[src/rtl/fpga_input_conditioner_if.sv]
// Board-pin / core-side signal bundle for the input conditioner.
// The slave side is the conditioner itself: it takes raw pins and returns clean levels and pulses.
// The master side is whoever drives the pins and consumes the conditioned signals.
interface fpga_input_conditioner_if #(
   parameter int NUM_BTN = 2,
   parameter int NUM_SW  = 10
);
   logic [NUM_BTN-1:0] ButtonRaw;
   logic [NUM_SW-1:0]  SwitchRaw;
   logic [NUM_BTN-1:0] ButtonPressed;
   logic [NUM_BTN-1:0] ButtonPressPulse;
   logic [NUM_BTN-1:0] ButtonReleasePulse;
   logic [NUM_SW-1:0]  SwitchStable;
   logic               SwitchChanged;
   logic [NUM_SW-1:0]  SwitchChangeMask;

   modport master (
      output ButtonRaw, SwitchRaw,
      input  ButtonPressed, ButtonPressPulse, ButtonReleasePulse,
      input  SwitchStable, SwitchChanged, SwitchChangeMask
   );

   modport slave (
      input  ButtonRaw, SwitchRaw,
      output ButtonPressed, ButtonPressPulse, ButtonReleasePulse,
      output SwitchStable, SwitchChanged, SwitchChangeMask
   );
endinterface

[src/rtl/fpga_input_conditioner.sv]
// Synchronizes and debounces DE10-Lite push-buttons and slide switches for the lotr core.
// Buttons and switches share one vector of independent channels: bits [NUM_BTN-1:0] are
// buttons (active-low pins, idle at 1), the upper NUM_SW bits are switches (idle at 0).
// A channel adopts a new level only after DEBOUNCE_CYCLES consecutive cycles of disagreement;
// any cycle of agreement discards the partial count. Edge pulses and the switch change mask
// are registered one edge after the debounced level moves.
module fpga_input_conditioner #(
   parameter int NUM_BTN         = 2,
   parameter int NUM_SW          = 10,
   parameter int DEBOUNCE_CYCLES = 50000,
   parameter int CNT_W           = $clog2(DEBOUNCE_CYCLES)
) (
   input logic                     QClk,
   input logic                     RstQnnnH,
   fpga_input_conditioner_if.slave io
);
   localparam int                NUM_CH  = NUM_BTN + NUM_SW;
   localparam logic [NUM_CH-1:0] RST_VAL = {{NUM_SW{1'b0}}, {NUM_BTN{1'b1}}};
   localparam logic [CNT_W-1:0]  CNT_MAX = CNT_W'(DEBOUNCE_CYCLES - 1);

   logic [NUM_CH-1:0]  raw;
   logic [NUM_CH-1:0]  sync1;
   logic [NUM_CH-1:0]  sync2;
   logic [NUM_CH-1:0]  stable;
   logic [NUM_CH-1:0]  stable_d;
   logic [CNT_W-1:0]   cnt [NUM_CH];
   logic [NUM_BTN-1:0] press_q;
   logic [NUM_BTN-1:0] release_q;
   logic [NUM_SW-1:0]  mask_q;

   assign raw = {io.SwitchRaw, io.ButtonRaw};

   // Two-flop synchronizer on every raw pin; buttons reset to released, switches to down.
   // NOTE: reset is asynchronous so an asserted RstQnnnH clears state even without a clock edge.
   always_ff @(posedge QClk or posedge RstQnnnH) begin
      if (RstQnnnH) begin
         sync1 <= RST_VAL;
         sync2 <= RST_VAL;
      end else begin
         // NOTE: non-blocking assignment keeps sync2 one stage behind sync1; blocking would collapse the chain.
         sync1 <= raw;
         sync2 <= sync1;
      end
   end

   // Per-channel debounce: count cycles of disagreement, adopt sync2 on the Nth one.
   always_ff @(posedge QClk or posedge RstQnnnH) begin
      if (RstQnnnH) begin
         stable <= RST_VAL;
         // NOTE: the counter array is control state, not storage, so every entry is reset.
         for (int i = 0; i < NUM_CH; i++) cnt[i] <= '0;
      end else begin
         for (int i = 0; i < NUM_CH; i++) begin
            if (sync2[i] == stable[i]) begin
               cnt[i] <= '0;
            end else if (cnt[i] == CNT_MAX) begin
               stable[i] <= sync2[i];
               cnt[i]    <= '0;
            end else begin
               cnt[i] <= cnt[i] + CNT_W'(1);
            end
         end
      end
   end

   // Edge detection one edge after the level: press/release pulses and the switch change mask.
   always_ff @(posedge QClk or posedge RstQnnnH) begin
      if (RstQnnnH) begin
         stable_d  <= RST_VAL;
         press_q   <= '0;
         release_q <= '0;
         mask_q    <= '0;
      end else begin
         stable_d  <= stable;
         press_q   <= stable_d[NUM_BTN-1:0] & ~stable[NUM_BTN-1:0];
         release_q <= ~stable_d[NUM_BTN-1:0] & stable[NUM_BTN-1:0];
         mask_q    <= stable[NUM_CH-1:NUM_BTN] ^ stable_d[NUM_CH-1:NUM_BTN];
      end
   end

   assign io.ButtonPressed      = ~stable[NUM_BTN-1:0];
   assign io.ButtonPressPulse   = press_q;
   assign io.ButtonReleasePulse = release_q;
   assign io.SwitchStable       = stable[NUM_CH-1:NUM_BTN];
   assign io.SwitchChangeMask   = mask_q;
   assign io.SwitchChanged      = |mask_q;
endmodule

[src/flat_wrapper.sv]
// flat-port wrapper written by rule: the top's interface ports become plain ports
module fpga_input_conditioner_flat 
#(
   parameter int NUM_BTN         = 2,
   parameter int NUM_SW          = 10,
   parameter int DEBOUNCE_CYCLES = 50000,
   parameter int CNT_W           = $clog2(DEBOUNCE_CYCLES)
)
  (QClk, RstQnnnH, io_ButtonRaw, io_SwitchRaw, io_ButtonPressed, io_ButtonPressPulse, io_ButtonReleasePulse, io_SwitchStable, io_SwitchChanged, io_SwitchChangeMask);
  fpga_input_conditioner_if #(.NUM_BTN(NUM_BTN), .NUM_SW(NUM_SW)) io_i ();
  input logic QClk;
  input logic RstQnnnH;
  input wire logic [$bits(io_i.ButtonRaw)-1:0] io_ButtonRaw;
  input wire logic [$bits(io_i.SwitchRaw)-1:0] io_SwitchRaw;
  output wire logic [$bits(io_i.ButtonPressed)-1:0] io_ButtonPressed;
  output wire logic [$bits(io_i.ButtonPressPulse)-1:0] io_ButtonPressPulse;
  output wire logic [$bits(io_i.ButtonReleasePulse)-1:0] io_ButtonReleasePulse;
  output wire logic [$bits(io_i.SwitchStable)-1:0] io_SwitchStable;
  output wire logic [$bits(io_i.SwitchChanged)-1:0] io_SwitchChanged;
  output wire logic [$bits(io_i.SwitchChangeMask)-1:0] io_SwitchChangeMask;
  assign io_i.ButtonRaw = io_ButtonRaw;
  assign io_i.SwitchRaw = io_SwitchRaw;
  assign io_ButtonPressed = io_i.ButtonPressed;
  assign io_ButtonPressPulse = io_i.ButtonPressPulse;
  assign io_ButtonReleasePulse = io_i.ButtonReleasePulse;
  assign io_SwitchStable = io_i.SwitchStable;
  assign io_SwitchChanged = io_i.SwitchChanged;
  assign io_SwitchChangeMask = io_i.SwitchChangeMask;
  fpga_input_conditioner #(.NUM_BTN(NUM_BTN), .NUM_SW(NUM_SW), .DEBOUNCE_CYCLES(DEBOUNCE_CYCLES), .CNT_W(CNT_W)) u_core (.QClk(QClk), .RstQnnnH(RstQnnnH), .io(io_i));
endmodule
[config.mk]
export PLATFORM = sky130hd
export DESIGN_NAME = fpga_input_conditioner_flat
export DESIGN_NICKNAME = d
export VERILOG_FILES = /design/src/rtl/fpga_input_conditioner_if.sv /design/src/rtl/fpga_input_conditioner.sv /design/src/flat_wrapper.sv
export SDC_FILE = /design/constraint.sdc
export NUM_CORES = 1
export LEC_CHECK = 0
export BUFFER_PORTS_ARGS = -buffer_cell sky130_fd_sc_hd__buf_2
export CAP_MARGIN = 5
export CORE_ASPECT_RATIO = 0.5
export CORE_MARGIN = 2
export CORE_UTILIZATION = 40
export CTS_CLUSTER_SIZE = 25
export DETAILED_ROUTE_END_ITERATION = 16
export PLACE_DENSITY = 0.54
export SYNTH_ARGS = -nofsm -noshare
export SYNTH_HDL_FRONTEND = slang
export SYNTH_SLANG_ARGS = --single-unit
[constraint.sdc]
create_clock -name QClk -period 8.7 [get_ports QClk]
set_input_delay 2.175 -clock QClk [delete_from_list [all_inputs] [get_ports QClk]]
set_output_delay 2.175 -clock QClk [all_outputs]
set_load 0.005 [all_outputs]
* Word-level counts from Yosys, hierarchy flattened
Cells that the tools add are included.
** Word-level totals
- Logic and storage cells :: 120
- Register bits :: 254
- Output and inout bits :: 27
- Input bits :: 14
** Operators by class
- Bitwise logic cells :: 17
- Equal/unequal tests :: 24
- $add $sub $neg :: 12
- Reductions and logical operators :: 13
- Mux-type cells :: 24
** Operator list (count)
- $mux 16 :: 24
- $add 16x1->16 const B :: 12
- $eq 16x16->1 const B :: 12
- $reduce_and 2->1 :: 12
- $eq 1x1->1 :: 12
- $not 1->1 :: 12
- $reduce_or 10->1 :: 1
- $xor 10x10->10 :: 1
- $and 2x2->2 :: 2
- $not 2->2 :: 2

* Longest topological paths before layout
Gate-level depths: netlist of the first run.
- Depth in word-level cells :: 3
- Mapped depth :: 6
- Depth with buffers taken out :: 5

* Worst setup path after synthesis of the first run
No wires, ideal clock.
- Path kind :: register -> output
- Start :: register u_core.mask_q[5], in the netlist u_core.io.SwitchChangeMask[5]
- End :: output port io_SwitchChanged
- Data arrival time :: 741 ps
- Path slack :: 5784 ps
- Cell stages (with the launch flop) :: 3
- Buffers on the path :: 0
- Cells stage by stage :: dfrtp_1 -> nor4_1 -> nand3_1
** Between the ends
- Word-level cells in the longest chain between the ends :: 1
** Ends and longest elaborated chain
- start, declared :: line fpga_input_conditioner.sv:29 : logic [NUM_SW-1:0] mask_q;
- start signal, assigned :: line fpga_input_conditioner.sv:77 : mask_q <= stable[NUM_CH-1:NUM_BTN] ^ stable_d[NUM_CH-1:NUM_BTN];
- $reduce_or 10->1 :: line fpga_input_conditioner.sv:86 : assign io.SwitchChanged = |mask_q;
- end, declared :: line flat_wrapper.sv:19 : output wire logic [$bits(io_i.SwitchChanged)-1:0] io_SwitchChanged;
No other way between the ends.

* Worst setup path after layout of the first run
- Start :: register u_core.mask_q[1], in the netlist u_core.io.SwitchChangeMask[1]
- End :: output port io_SwitchChanged
Same word-level chain as after synthesis.

==> metrics, run 1 <==
status=finished clean; crit path time final=around 4.4 ns; Final HPWL DP=around 13000 µm; cell breakdown of the critical path=nor4_1 -> nand3_1 -> buf_2; TritonCTS clock tree=done; Synth Area in Simple Gates=0.227; Final Hold Vio Count=0; Adder-Cell Fraction of Synth Area=0.0133; CTS sink cnt=254; Primary FF master, synth=dfrtp_1; Top Ports=roughly 40; Die H=approximately 120 µm; area growth from synthesis to layout=12.8%; worst slew pin tran=approximately 1.2 ns; maximum VDD drop=~0.00013 V; XOR/XNOR Fraction of Synth Area=0.146; Antenna Nets Post-Route=0; Syn. warnings=0; DR pass1 iterations=5; total of max-cap violations=0; Clock Tree Root=clkbuf_16; H-tree depth=1; largest net degree at the start of global routing=85; die area=~30000 µm²; Async S/R FF share, synth=1.00; Vias/cell=between 4 and 5; Num CTS Buffers=25; hold depth=0; Net Count, Synth=approximately 1100; max-slew violation count=0; Setup crit start kind=flop; Req. time, crit path=between 6 and 7 ns; main combinational cell family by area after synthesis=simple AND/OR/NAND/NOR gates; Int Power=around 1.9 mW; worst skew pair latency=~0.53 ns; post-synthesis average cell area=10.5 µm²; post-synthesis sequential area ratio=0.563; Critical Path Slowest Stage Cell=nor4_1; Clk network pwr share=0.460; buffer count from post-CTS setup fixing=0; Synth Register Bits=about 250; final setup skew=0.00804 ns; RSZ-0062 raised after global routing=false; post-synthesis mux area share=0.0123; Wirelength per Cell=13.5 µm; core box area=approximately 28000 µm²; synth unique cells=35; sequential power share=0.511; leak pwr=approximately 5.3 nW; vias in the first global route=7508; initial antenna violation count=1; worst path bufs/invs=1; drt drc=0; final layout net count=between 1000 and 1500; period utilization=0.511; number of flops mapped to enable cells by yosys=0; Initial Util=0.407; grt total ovfl=0; Post-CTS Hold Buffers=0; Switching Power=approximately 520 µW; final-layout fill cell count=approximately 2600; top fanout value on the critical path=2; GPL Wtd Cong=a little over 0.8; ANT cells=0; CP arrival=2.27 ns; final core utilization=0.459; Synth Cell Area=11300 µm²; worst slew margin relative to its limit=0.181; drt first-iter violations=about 570; Worst Setup SP=u_core.io.SwitchChangeMask[1]; CP Class=reg -> out; most common cell in the netlist=dfrtp_1; first-pass GRT wire length=~36000 µm; Worst Reg-to-Reg Cells=5; Worst Setup End Kind=output port; Sw Ratio=0.218; r2r startpoint=u_core.cnt[60]; Crit path depth=3; Total GRT Usage=0.145; FF-to-FF setup slack=~6.5 ns; total number of vias=roughly 7600; Placement Rows=43; Post-CTS Resized=0; Synth area leader=dfrtp_1; Routed WL=about 20000 µm; # setup viols final=0; count of buffers from port buffering=40; Hold WC Path Type=reg -> reg; reg2reg end=u_core.cnt[50]; hold_sp=u_core.sync1[9]; most area-consuming cells after synthesis=dfrtp_1 (54%), xnor2_1 (11%), nor2_1 (7.7%); CTS max path bufs=3; Die Width=242 µm; Clock transition at path regs=~0.060 ns; combinational share of power=0.029; Crit path largest cell delay=1.02 ns; Compound-Gate Fraction of Synth Area=0.0115; layout cells sized above 1=0.105; setup_tns=0 ns; Power Density=approximately 190 nW/µm²; share of the synthesized area in the top cell type=0.544; delay-heaviest family, CP=simple AND/OR/NAND/NOR gates; Synth top cells by count=dfrtp_1 (246), nor2_1 (233), xnor2_1 (147); maximum clock frequency=about 230 MHz; hold endpoint=u_core.sync2[9]; Synth Instances=between 1000 and 1500
placed cells by master (no fill, tap or decap), types with 8 or more instances in the layout:
master,n
and3_1,9
buf_2,40
buf_4,9
clkbuf_16,25
dfrtp_1,246
dfstp_2,8
ha_1,12
inv_1,42
mux2_2,11
nand2_1,47
nand3_1,66
nand4_1,45
nor2_1,233
nor3_1,41
nor4_1,62
nor4bb_1,8
xnor2_1,147
xor2_1,42
stage by stage:
stage                     area (µm²)  power [mW]  hold slack, ns  worst slack (ns)  std cells
after floorplan                11300        1.29           0.331              3.19       1072
after global placement         11900        1.31           0.333              4.67       1481
after detailed placement       11900        1.31           0.336              4.62       1481
after CTS                      12800        2.43           0.350              4.22       1527
after global routing           12800        2.49           0.360              4.19       1527
final                          12800        2.38           0.348              4.26       1527
worst max path at each step:
stage,to
finish,io_SwitchChanged
global route,io_SwitchChanged
CTS,io_SwitchChanged
global placement,u_core.cnt[184]
detailed placement,u_core.cnt[186]
floorplan,u_core.cnt[0]
metal layers:
| layer | GRT usage | up-vias | routed length, µm |
|---|---|---|---|
| li1 | - | 3734 | - |
| met1 | 0.200 | 3715 | 10200 |
| met2 | 0.237 | 83 | 9340 |
| met3 | 0.0297 | 25 | 708 |
| met4 | 0.0324 | 0 | 329 |
| met5 | 0 | - | 0 |
worst register-to-register path: cells and delay by family (launching register included):
family / cells / cell delay, ns
AND/OR/NAND/NOR: 3 / 0.54
AO/OA/AOI/OAI: 1 / 0.82
buffers and inverters: 1 / 0.29
flip-flops: 1 / 0.43
power groups by stage:
stage	Clock (mW)	Sequential [mW]	Combinational [mW]
global route	1.19	1.22	0.0822
global placement	0	1.24	0.0702
finish	1.10	1.22	0.0688
CTS	1.14	1.22	0.0725
detailed placement	0	1.24	0.0722
floorplan	0	1.24	0.0526
registers in the layout (all words and copies together) (netlist names):
signal	cells
u_core.io.SwitchChangeMask	10
u_core.sync2	12
u_core.cnt	192
u_core.stable_d	12
u_core.stable	12
u_core.io.ButtonReleasePulse	2
u_core.sync1	12
u_core.io.ButtonPressPulse	2
kinds of logic after synthesis:
group	count (synthesis)
buffers and inverters	65
flip-flops	254
XOR/XNOR	189
adder cells (fa/ha/maj)	12
AND/OR/NAND/NOR	532
multiplexers	12
AO/OA/AOI/OAI	8
cell type report:
cell class	count	area (µm²)	share of cell area
Clock inverter	8	96.3	0.00756
Multi-Input combinational cell	753	4640	0.364
Tap cell	382	478	0.0375
Clock buffer	38	734	0.0576
Inverter	43	165	0.0130
Timing Repair Buffer	49	268	0.0210
Sequential cell	254	6370	0.499
Note: power is estimated with default switching activity, not from simulation.
==> inputs of run 2 (changes only) <==
==> constraint.sdc (replaced) <==
create_clock -name QClk -period 4 [get_ports QClk]
set_input_delay 1 -clock QClk [delete_from_list [all_inputs] [get_ports QClk]]
set_output_delay 1 -clock QClk [all_outputs]
set_load 0.005 [all_outputs]
==> run 2 against run 1 <==
Net effect:
- setup slack got worse by 3.4 ns
- first-iteration DRC count decreased by 20%
- die area unchanged
- non-clock buffer count decreased by 1
==> metrics, run 2 (synthesis results as in run 1) <==
status=finished clean; Worst Setup End Kind=output port; final design instance area without fill=12700 µm² (-0.22%); Final HPWL DP=13200 µm (-1.3%); H-tree depth=1 (unchanged); layout cells sized above 1=0.104 (-0.000509); die area=29700 µm² (unchanged); Post-CTS Resized=0 (unchanged); vias in the first global route=7463 (-0.60%); period utilization=0.788; crit path time final=around 3.2 ns; Initial Util=0.407 (unchanged); drt drc=0 (unchanged); met1 wire length=10200 µm (-0.79%); top fanout value on the critical path=2 (unchanged); Die Width=242 µm (unchanged); maximum VDD drop=0.000288 V (+130%); Post-CTS Hold Buffers=0 (unchanged); max layer used=met4; worst slew margin relative to its limit=0.258 (+0.0770); TritonCTS clock tree=done; final layout net count=1151 (-0.087%); total of max-cap violations=0 (unchanged); largest net degree at the start of global routing=176 (+110%); Worst Reg-to-Reg Cells=5 (unchanged); Cell Area, Placed=11900 µm² (about the same); worst slew pin tran=1.10 ns (-0.114 ns); count of buffers from port buffering=40 (unchanged); Clock transition at path regs=0.06 ns (about the same); most frequent cells in the layout=dfrtp_1 (246), nor2_1 (233), xnor2_1 (147); Clock Tree Root=clkbuf_16; first-pass GRT wire length=35800 µm (-0.82%); RSZ-0062 raised after global routing=false; final cell count without fillers=1523 (-0.26%); Total GRT Usage=0.143 (-0.00173); Power Density=401 nW/µm² (+110%); grt total ovfl=0 (unchanged); FF-to-FF setup slack=1.83 ns (-4.69 ns); hold_sp=u_core.sync1[10]; final core utilization=0.458 (-0.000991); reg2reg end=u_core.cnt[95]; maximum clock frequency=317 MHz; r2r startpoint=u_core.cnt[80]; Top reg by flops=u_core.cnt; Wirelength per Cell=13.3 µm (-1.5%); total chip power=5.10 mW (+110%); total number of vias=7553 (-0.053%); Hold WC Path Type=reg -> reg; Die H=123 µm (unchanged); commonest non-fill, non-tap cell in the layout=dfrtp_1; setup_tns=0 ns (unchanged); CP arrival=2.15 ns (-0.12 ns); Routed WL=20300 µm (-1.7%); CP Class=reg -> out; max-slew violation count=0 (unchanged); ANT cells=0 (unchanged); DR WL met3=749 µm (+5.8%); Top Ports=41 (unchanged); Worst Setup SP=u_core.io.SwitchChangeMask[1]; hold endpoint=u_core.sync2[10]; worst skew pair latency=0.54 ns (about the same); area growth from synthesis to layout=12.5%; drt first-iter violations=451 (-20%); Cells after DPL=1480 (-0.068%); GPL Wtd Cong=0.802 (-0.69%); Placement Rows=43 (unchanged); buffer count from post-CTS setup fixing=0 (unchanged); initial antenna violation count=0 (-1); # setup viols final=0 (unchanged); Largest register FFs=192 (unchanged); Final Hold Vio Count=0 (unchanged); Num CTS Buffers=25 (unchanged); core box area=27800 µm² (unchanged); CTS max path bufs=3 (unchanged); Setup crit start kind=flop; leak pwr=5.27 nW (-0.25%); Req. time, crit path=3.00 ns (-3.53 ns); DR pass1 iterations=4 (-1); Vias/cell=4.96 (+0.21%); Antenna Nets Post-Route=0 (unchanged); final setup skew=0.0173 ns (+0.00929 ns); CTS sink cnt=254 (unchanged); hold depth=0 (unchanged); met2 WL=8940 µm (-4.3%)
==> run 2: critical path, cell delays in order (launching register included) <==
cell and delay [ns]:
dfrtp_1 0.38, nor4_1 0.94, nand3_1 0.14, buf_2 0.17
==> run 2: cell type report <==
cell class	count	area [µm²]
Clock inverter	8	75.1
Timing Repair Buffer	48	273
Sequential cell	254	6370
Clock buffer	35	723
Multi-Input combinational cell	753	4640
Inverter	43	165
Fill cell	2608	15000
Tap cell	382	478
==> run 2: worst max path at each step <==
stage                  endpoint  slack, ns
2_1_floorplan     u_core.cnt[0]      -0.34
3_3_place_gp   io_SwitchChanged       1.44
3_5_place_dp   io_SwitchChanged       1.43
4_1_cts        io_SwitchChanged       0.84
5_1_grt        io_SwitchChanged       0.77
6_report       io_SwitchChanged       0.85
==> run 2: power breakdown <==
group	internal, mW	switching [mW]	leakage (nW)
logic	0.0454	0.105	1.43
registers	2.61	0.0360	3.44
clock network	1.32	0.979	0.395
total	3.98	1.12	5.27
==> run 2: metal layers <==
metal	global-route usage	up-vias
met4	0.0363	0
met1	0.196	3690
li1	-	3741
met3	0.0311	36
met5	0	-
met2	0.232	86
==> run 2: metrics by stage <==
step | worst slack (ns) | hold WS (ns)
2_1_floorplan | -0.337 | 0.331
3_3_place_gp | 1.44 | 0.334
3_5_place_dp | 1.43 | 0.335
4_1_cts | 0.836 | 0.349
5_1_grt | 0.766 | 0.359
6_report | 0.850 | 0.349
